[src/rtl/counter_pkg.sv]
`default_nettype none
// ============================================================================
// Module      : counter_pkg
// Description : Shared types and parameter-range limits for the modulo
//               counter and its prescaler.
// Revision    : 1.0 - initial release
// ============================================================================
package counter_pkg;

    // Behaviour when a step hits the count boundary.
    typedef enum logic {
        CNT_WRAP = 1'b0,
        CNT_SAT  = 1'b1
    } count_mode_e;

    localparam int CNT_MIN_WIDTH    = 2;
    localparam int CNT_MAX_WIDTH    = 32;
    localparam int CNT_MAX_PRESCALE = 65535;

endpackage : counter_pkg
`default_nettype wire

[src/rtl/counter_prescaler.sv]
`default_nettype none
// ============================================================================
// Module      : counter_prescaler
// Description : Divides the count enable. Counts enabled cycles
//               0..PRESCALE-1 and asserts step on the enabled cycle that
//               completes an interval.
//   clk     in  sole clock
//   reset   in  synchronous active-low reset
//   en      in  count enable
//   restart in  discard the partial interval (clear or load in the parent)
//   step    out one-cycle step request
// Revision    : 1.0 - initial release
// ============================================================================
module counter_prescaler
    import counter_pkg::*;
#(
    parameter int PRESCALE = 1
) (
    input  logic clk,
    input  logic reset,
    input  logic en,
    input  logic restart,
    output logic step
);

    // PRESCALE=1 still uses a one-bit counter that never leaves 0, so the
    // step equation is the same for every setting.
    localparam int                c_PS_W   = (PRESCALE > 1) ? $clog2(PRESCALE) : 1;
    localparam logic [c_PS_W-1:0] c_PS_MAX = c_PS_W'(PRESCALE - 1);

    generate
        if (PRESCALE < 1 || PRESCALE > CNT_MAX_PRESCALE) begin : g_bad_prescale
            $error("counter_prescaler: PRESCALE out of range 1..65535");
        end
    endgenerate

    logic [c_PS_W-1:0] r_cnt;
    logic              w_last;

    assign w_last = (r_cnt == c_PS_MAX);
    assign step   = en && w_last;

    always_ff @(posedge clk) begin
        if (!reset) begin
            r_cnt <= '0;
        end else if (restart) begin
            r_cnt <= '0;
        end else if (en) begin
            r_cnt <= w_last ? '0 : r_cnt + c_PS_W'(1);
        end
    end

endmodule : counter_prescaler
`default_nettype wire

[src/rtl/counter_mod.sv]
`default_nettype none
// ============================================================================
// Module      : counter_mod
// Description : Parametrised synchronous modulo counter with up/down
//               direction, parallel load with clamp, synchronous clear,
//               wrap or saturate boundary handling and an enable prescaler.
//   clk      in  sole clock
//   reset    in  synchronous active-low reset
//   en       in  count enable (through the prescaler)
//   up       in  1 = increment, 0 = decrement
//   clear    in  synchronous clear of count, prescaler, tc and ovf
//   load     in  parallel load request
//   load_val in  value to load (clamped to MODULUS-1)
//   count    out registered count
//   tc       out one-cycle pulse after a boundary step
//   ovf      out sticky boundary / clamp flag
// Revision    : 1.0 - initial release
// ============================================================================
module counter_mod
    import counter_pkg::*;
#(
    parameter int          WIDTH    = 8,
    parameter longint      MODULUS  = longint'(1) << WIDTH,
    parameter count_mode_e MODE     = CNT_WRAP,
    parameter int          PRESCALE = 1
) (
    input  logic             clk,
    input  logic             reset,
    input  logic             en,
    input  logic             up,
    input  logic             clear,
    input  logic             load,
    input  logic [WIDTH-1:0] load_val,
    output logic [WIDTH-1:0] count,
    output logic             tc,
    output logic             ovf
);

    // One extra bit so MODULUS = 2**WIDTH never truncates in compares or
    // in the incremented value.
    localparam logic [WIDTH:0] c_MAX = (WIDTH+1)'(MODULUS - 1);

    generate
        if (WIDTH < CNT_MIN_WIDTH || WIDTH > CNT_MAX_WIDTH) begin : g_bad_width
            $error("counter_mod: WIDTH out of range 2..32");
        end
        if (MODULUS < 2 || MODULUS > (longint'(1) << WIDTH)) begin : g_bad_modulus
            $error("counter_mod: MODULUS out of range 2..2**WIDTH");
        end
    endgenerate

    // The MSB of r_count is always 0; it exists only so that compares and
    // the next-count mux work at WIDTH+1 bits.
    logic [WIDTH:0] r_count;
    logic           r_tc;
    logic           r_ovf;

    logic           w_step;
    logic           w_restart;
    logic [WIDTH:0] w_load_ext;
    logic           w_at_max;
    logic           w_at_min;
    logic           w_boundary;
    logic [WIDTH:0] w_next;

    assign w_restart = clear | load;

    counter_prescaler #(
        .PRESCALE (PRESCALE)
    ) u_prescaler (
        .clk     (clk),
        .reset   (reset),
        .en      (en),
        .restart (w_restart),
        .step    (w_step)
    );

    assign w_load_ext = {1'b0, load_val};
    assign w_at_max   = (r_count == c_MAX);
    assign w_at_min   = (r_count == '0);
    assign w_boundary = up ? w_at_max : w_at_min;

    always_comb begin
        w_next = r_count;
        if (up) begin
            if (!w_at_max)
                w_next = r_count + (WIDTH+1)'(1);
            else if (MODE == CNT_WRAP)
                w_next = '0;
            else
                w_next = c_MAX;
        end else begin
            if (!w_at_min)
                w_next = r_count - (WIDTH+1)'(1);
            else if (MODE == CNT_WRAP)
                w_next = c_MAX;
            else
                w_next = '0;
        end
    end

    always_ff @(posedge clk) begin
        if (!reset) begin
            r_count <= '0;
            r_tc    <= 1'b0;
            r_ovf   <= 1'b0;
        end else if (clear) begin
            r_count <= '0;
            r_tc    <= 1'b0;
            r_ovf   <= 1'b0;
        end else if (load) begin
            r_tc <= 1'b0;
            // Out-of-range loads clamp to the top code and flag overflow.
            if (w_load_ext > c_MAX) begin
                r_count <= c_MAX;
                r_ovf   <= 1'b1;
            end else begin
                r_count <= w_load_ext;
            end
        end else if (w_step) begin
            r_count <= w_next;
            r_tc    <= w_boundary;
            if (w_boundary)
                r_ovf <= 1'b1;
        end else begin
            r_tc <= 1'b0;
        end
    end

    assign count = r_count[WIDTH-1:0];
    assign tc    = r_tc;
    assign ovf   = r_ovf;

endmodule : counter_mod
`default_nettype wire

[config.mk]
export PLATFORM = sky130hd
export DESIGN_NAME = counter_mod
export DESIGN_NICKNAME = d
export VERILOG_FILES = /design/src/rtl/counter_pkg.sv /design/src/rtl/counter_prescaler.sv /design/src/rtl/counter_mod.sv
export SDC_FILE = /design/constraint.sdc
export NUM_CORES = 1
export LEC_CHECK = 0
export ABC_AREA = 1
export CAP_MARGIN = 20
export CORE_UTILIZATION = 30
export DETAILED_ROUTE_END_ITERATION = 10
export DONT_BUFFER_PORTS = 1
export SYNTH_ARGS = -nofsm -noshare
export SYNTH_HDL_FRONTEND = slang
export SYNTH_SLANG_ARGS = --single-unit
[constraint.sdc]
create_clock -name clk -period 5.1 [get_ports clk]
set_clock_uncertainty 0.2 [all_clocks]
set_input_delay 1.275 -clock clk [delete_from_list [all_inputs] [get_ports clk]]
set_output_delay 1.275 -clock clk [all_outputs]
set_load 0.02 [all_outputs]
==> results.md <==
* Status: complete, but fails checks
* Failing checks: DRC
* Max-slew headroom at 0.572
* Clk_lat worst skew at 0.27 ns
* Clock Path Buffers at 2
* Core area at roughly 0.0029 mm2
* Comb pwr share at 0.230
* Nets@finish at approximately 170
* Vias in the first global route at 875
* RSZ-0062 raised after global routing: false
* FF-to-FF End: r_count[5]$_SDFFE_PP0P_
* H-tree depth at 1
* Slew of the pin with the lowest slew margin at 0.639 ns
* DPL Wire Length at around 1800 um
* Detailed router's first-iteration violation count at 26
* Synthesized area per cell at between 6 and 7 um2
* Total power at ~0.00021 W
* Hold endpoint: r_count[8]$_SDFFE_PP0P_
* Mapped Cells at between 150 and 200
* Routed vias/inst at roughly 5
* Sink Count at 11
* R2r setup slk at around 3.0 ns
* WP data arrival at 0.91 ns
* Drt pass-1 iters at 7
* Hold_buf cts at 0
* Pre-CTS setup slack at between 2 and 2.5 ns
* Routed WL at approximately 2400 um
* Total Die Area at 0.00337 mm2
* Sw frac at 0.352
* Power per cell area at 226 mW/mm2
* Required @ worst endpoint at around 3.6 ns
* Drt drc at 1
* ANT cells at 0
* Yosys reg bits at 11
* Post-Syn Nets at 171
* Mapped Area at 942 um2
* Io pins at 24
* WHS Path Cells at 2
* Post-Place Cell Area at approximately 910 um2
* Routed Antenna Nets at 0
* Clock power frac at 0.289
* Worst setup margin at approximately 2.7 ns
* CP endpoint kind: primary output
* Total congestion overflow at 0
* Final Hold Violating Endpoints at 0
* FILL cells at around 320
* CTS root buffer: clkbuf_4
* Clock transition at path regs at 0.07 ns
* Final Critical Period at between 2 and 2.5 ns
* Die Span Y at approximately 58 um
* WL/cell at 12.4 um
* Fmax at about 0.42 GHz
* PortBufs at 0
* Ys Warns at 0
* Share of the synthesized area in the top cell type at 0.234
* Share of layout cells above drive strength 1 at 0.0878
* Ranking of synthesized cells by area: dfxtp_1, nand2_1, nand3_1
* Slew Viols, Final at 0
* Max cap viols at 0
* Hold WC Path Type: reg2reg
* Hold Startpoint: r_count[8]$_SDFFE_PP0P_
* Yosys top cell by area: dfxtp_1
* Antenna violations before repair at 0
* Net Switching at around 0.000075 W
* CTS tree: yes
* Reg-to-reg startpoint: r_count[0]$_SDFFE_PP0P_
* Setup TNS at 0 ns
* Synth cell types at 28
* Design Area, Final at roughly 940 um2
* Worst Hold Slack at approximately 0.33 ns
* First-pass GRT wire length at roughly 3900 um
* TritonCTS Buffers at 3
* Cells on worst reg2reg path at 10
* P&R area growth vs syn at -0.531%
* Row count at 19
* Register area share after synthesis at 0.234
* Largest net degree at the start of global routing at 12
* Power Internal at about 0.00014 W
* Critical path type: reg2out
* Final setup viols at 0
* Tcrit/Tclk final at 0.468
* Gr usage total at 0.147
* Critical Path Fanout Max at 10
* Die width at between 50 and 60 um
* Part of the power in registers at 0.481
* Setup bufs post-CTS at 0
* RePlAce Congestion at ~0.86
* Initial Util at 0.328
* Worst IR Drop VDD at approximately 120 uV
* Post-CTS Resized at 0
* Critical path startpoint category: flip-flop
* P_leak at a little over 0.4 nW
* Total number of vias at about 940
[worst max path at each step]
stage | from | endpoint | slack, ns | cells past startpoint
finish | r_count[5]$_SDFFE_PP0P_ | count[5] | 2.71 | 0
global placement | load | ovf$_SDFFE_PP0P_ | 2.56 | 5
floorplan | up | r_count[5]$_SDFFE_PP0P_ | 2.90 | 6
detailed placement | load | ovf$_SDFFE_PP0P_ | 2.48 | 5
CTS | r_count[5]$_SDFFE_PP0P_ | count[5] | 2.72 | 0
global route | r_count[5]$_SDFFE_PP0P_ | count[5] | 2.68 | 0
[registers in the layout, indices dropped and copies added (netlist names)]
signal   flops
ovf          1
tc           1
r_count      9
[synth_stat cells]
master,n
a21oi_2,3
buf_6,1
o21ai_1,2
buf_4,9
a31oi_1,1
nand2_1,36
nand3_2,1
o221ai_1,1
nand4_1,1
nor2_4,1
xor2_1,1
o21ai_0,7
a21oi_1,7
dfxtp_1,11
nor2_1,19
o211ai_1,1
inv_1,20
nand3_1,20
inv_2,1
a22oi_1,2
nor2_2,2
nand2_2,1
buf_2,1
o31ai_1,1
ha_1,2
a21o_1,1
or2_2,1
a211oi_1,1
[placed cells by master, fill, tap and decap left out]
master and n:
nand2_1 36, inv_1 20, nand3_1 20, nor2_1 19, dfxtp_1 11, a21oi_1 7, o21ai_0 7, a21oi_2 3
clkbuf_4 3, nor2_2 2, o21ai_1 2, a22oi_1 2, ha_1 2, inv_2 1, nand2_2 1, nor2_4 1
xor2_1 1, o31ai_1 1, nand4_1 1, or2_2 1, o211ai_1 1, o221ai_1 1, a31oi_1 1, nand3_2 1
a211oi_1 1, a21o_1 1, clkbuf_1 1
[cells by family (layout without fill, tap and decap cells)]
kind of cell	Yosys count	in the layout	share of synthesized area
buffers and inverters	32	25	0.173
XOR/XNOR	1	1	0.00930
AO/OA/AOI/OAI	27	27	0.177
adder cells (fa/ha/maj)	2	2	0.0266
AND/OR/NAND/NOR	82	82	0.381
flip-flops	11	11	0.234
[final cells by class]
type	instances	area, um2	share of cell area
inverters	21	78.8	0.0841
multi-input cells	112	559	0.597
well taps	42	52.6	0.0561
flip-flops and latches	11	220	0.235
clock buffers	4	26.3	0.0280
[routing by layer]
metal  GRT usage  vias to the layer above  wire, um
li1            -                      487         -
met1       0.180                      425      1040
met2       0.246                       24      1160
met3      0.0290                        7       104
met4      0.0680                        0        51
met5           0                        -         0
[power groups by stage]
stage,clock (W),sequential [W],combinational (W)
finish,0.0000612,0.000102,0.0000487
global route,0.0000655,0.000103,0.0000560
CTS,0.0000615,0.000102,0.0000486
detailed placement,0,0.000104,0.0000484
global placement,0,0.000104,0.0000488
floorplan,0,0.0000963,0.0000521
[per-stage QoR]
stage / std cells / utilization
2_1_floorplan: 155 / -
3_3_place_gp: 186 / 0.317
3_5_place_dp: 186 / 0.317
4_1_cts: 190 / 0.326
5_1_grt: 190 / 0.326
6_report: 190 / 0.326
Note: power is estimated with default switching activity, not from simulation.
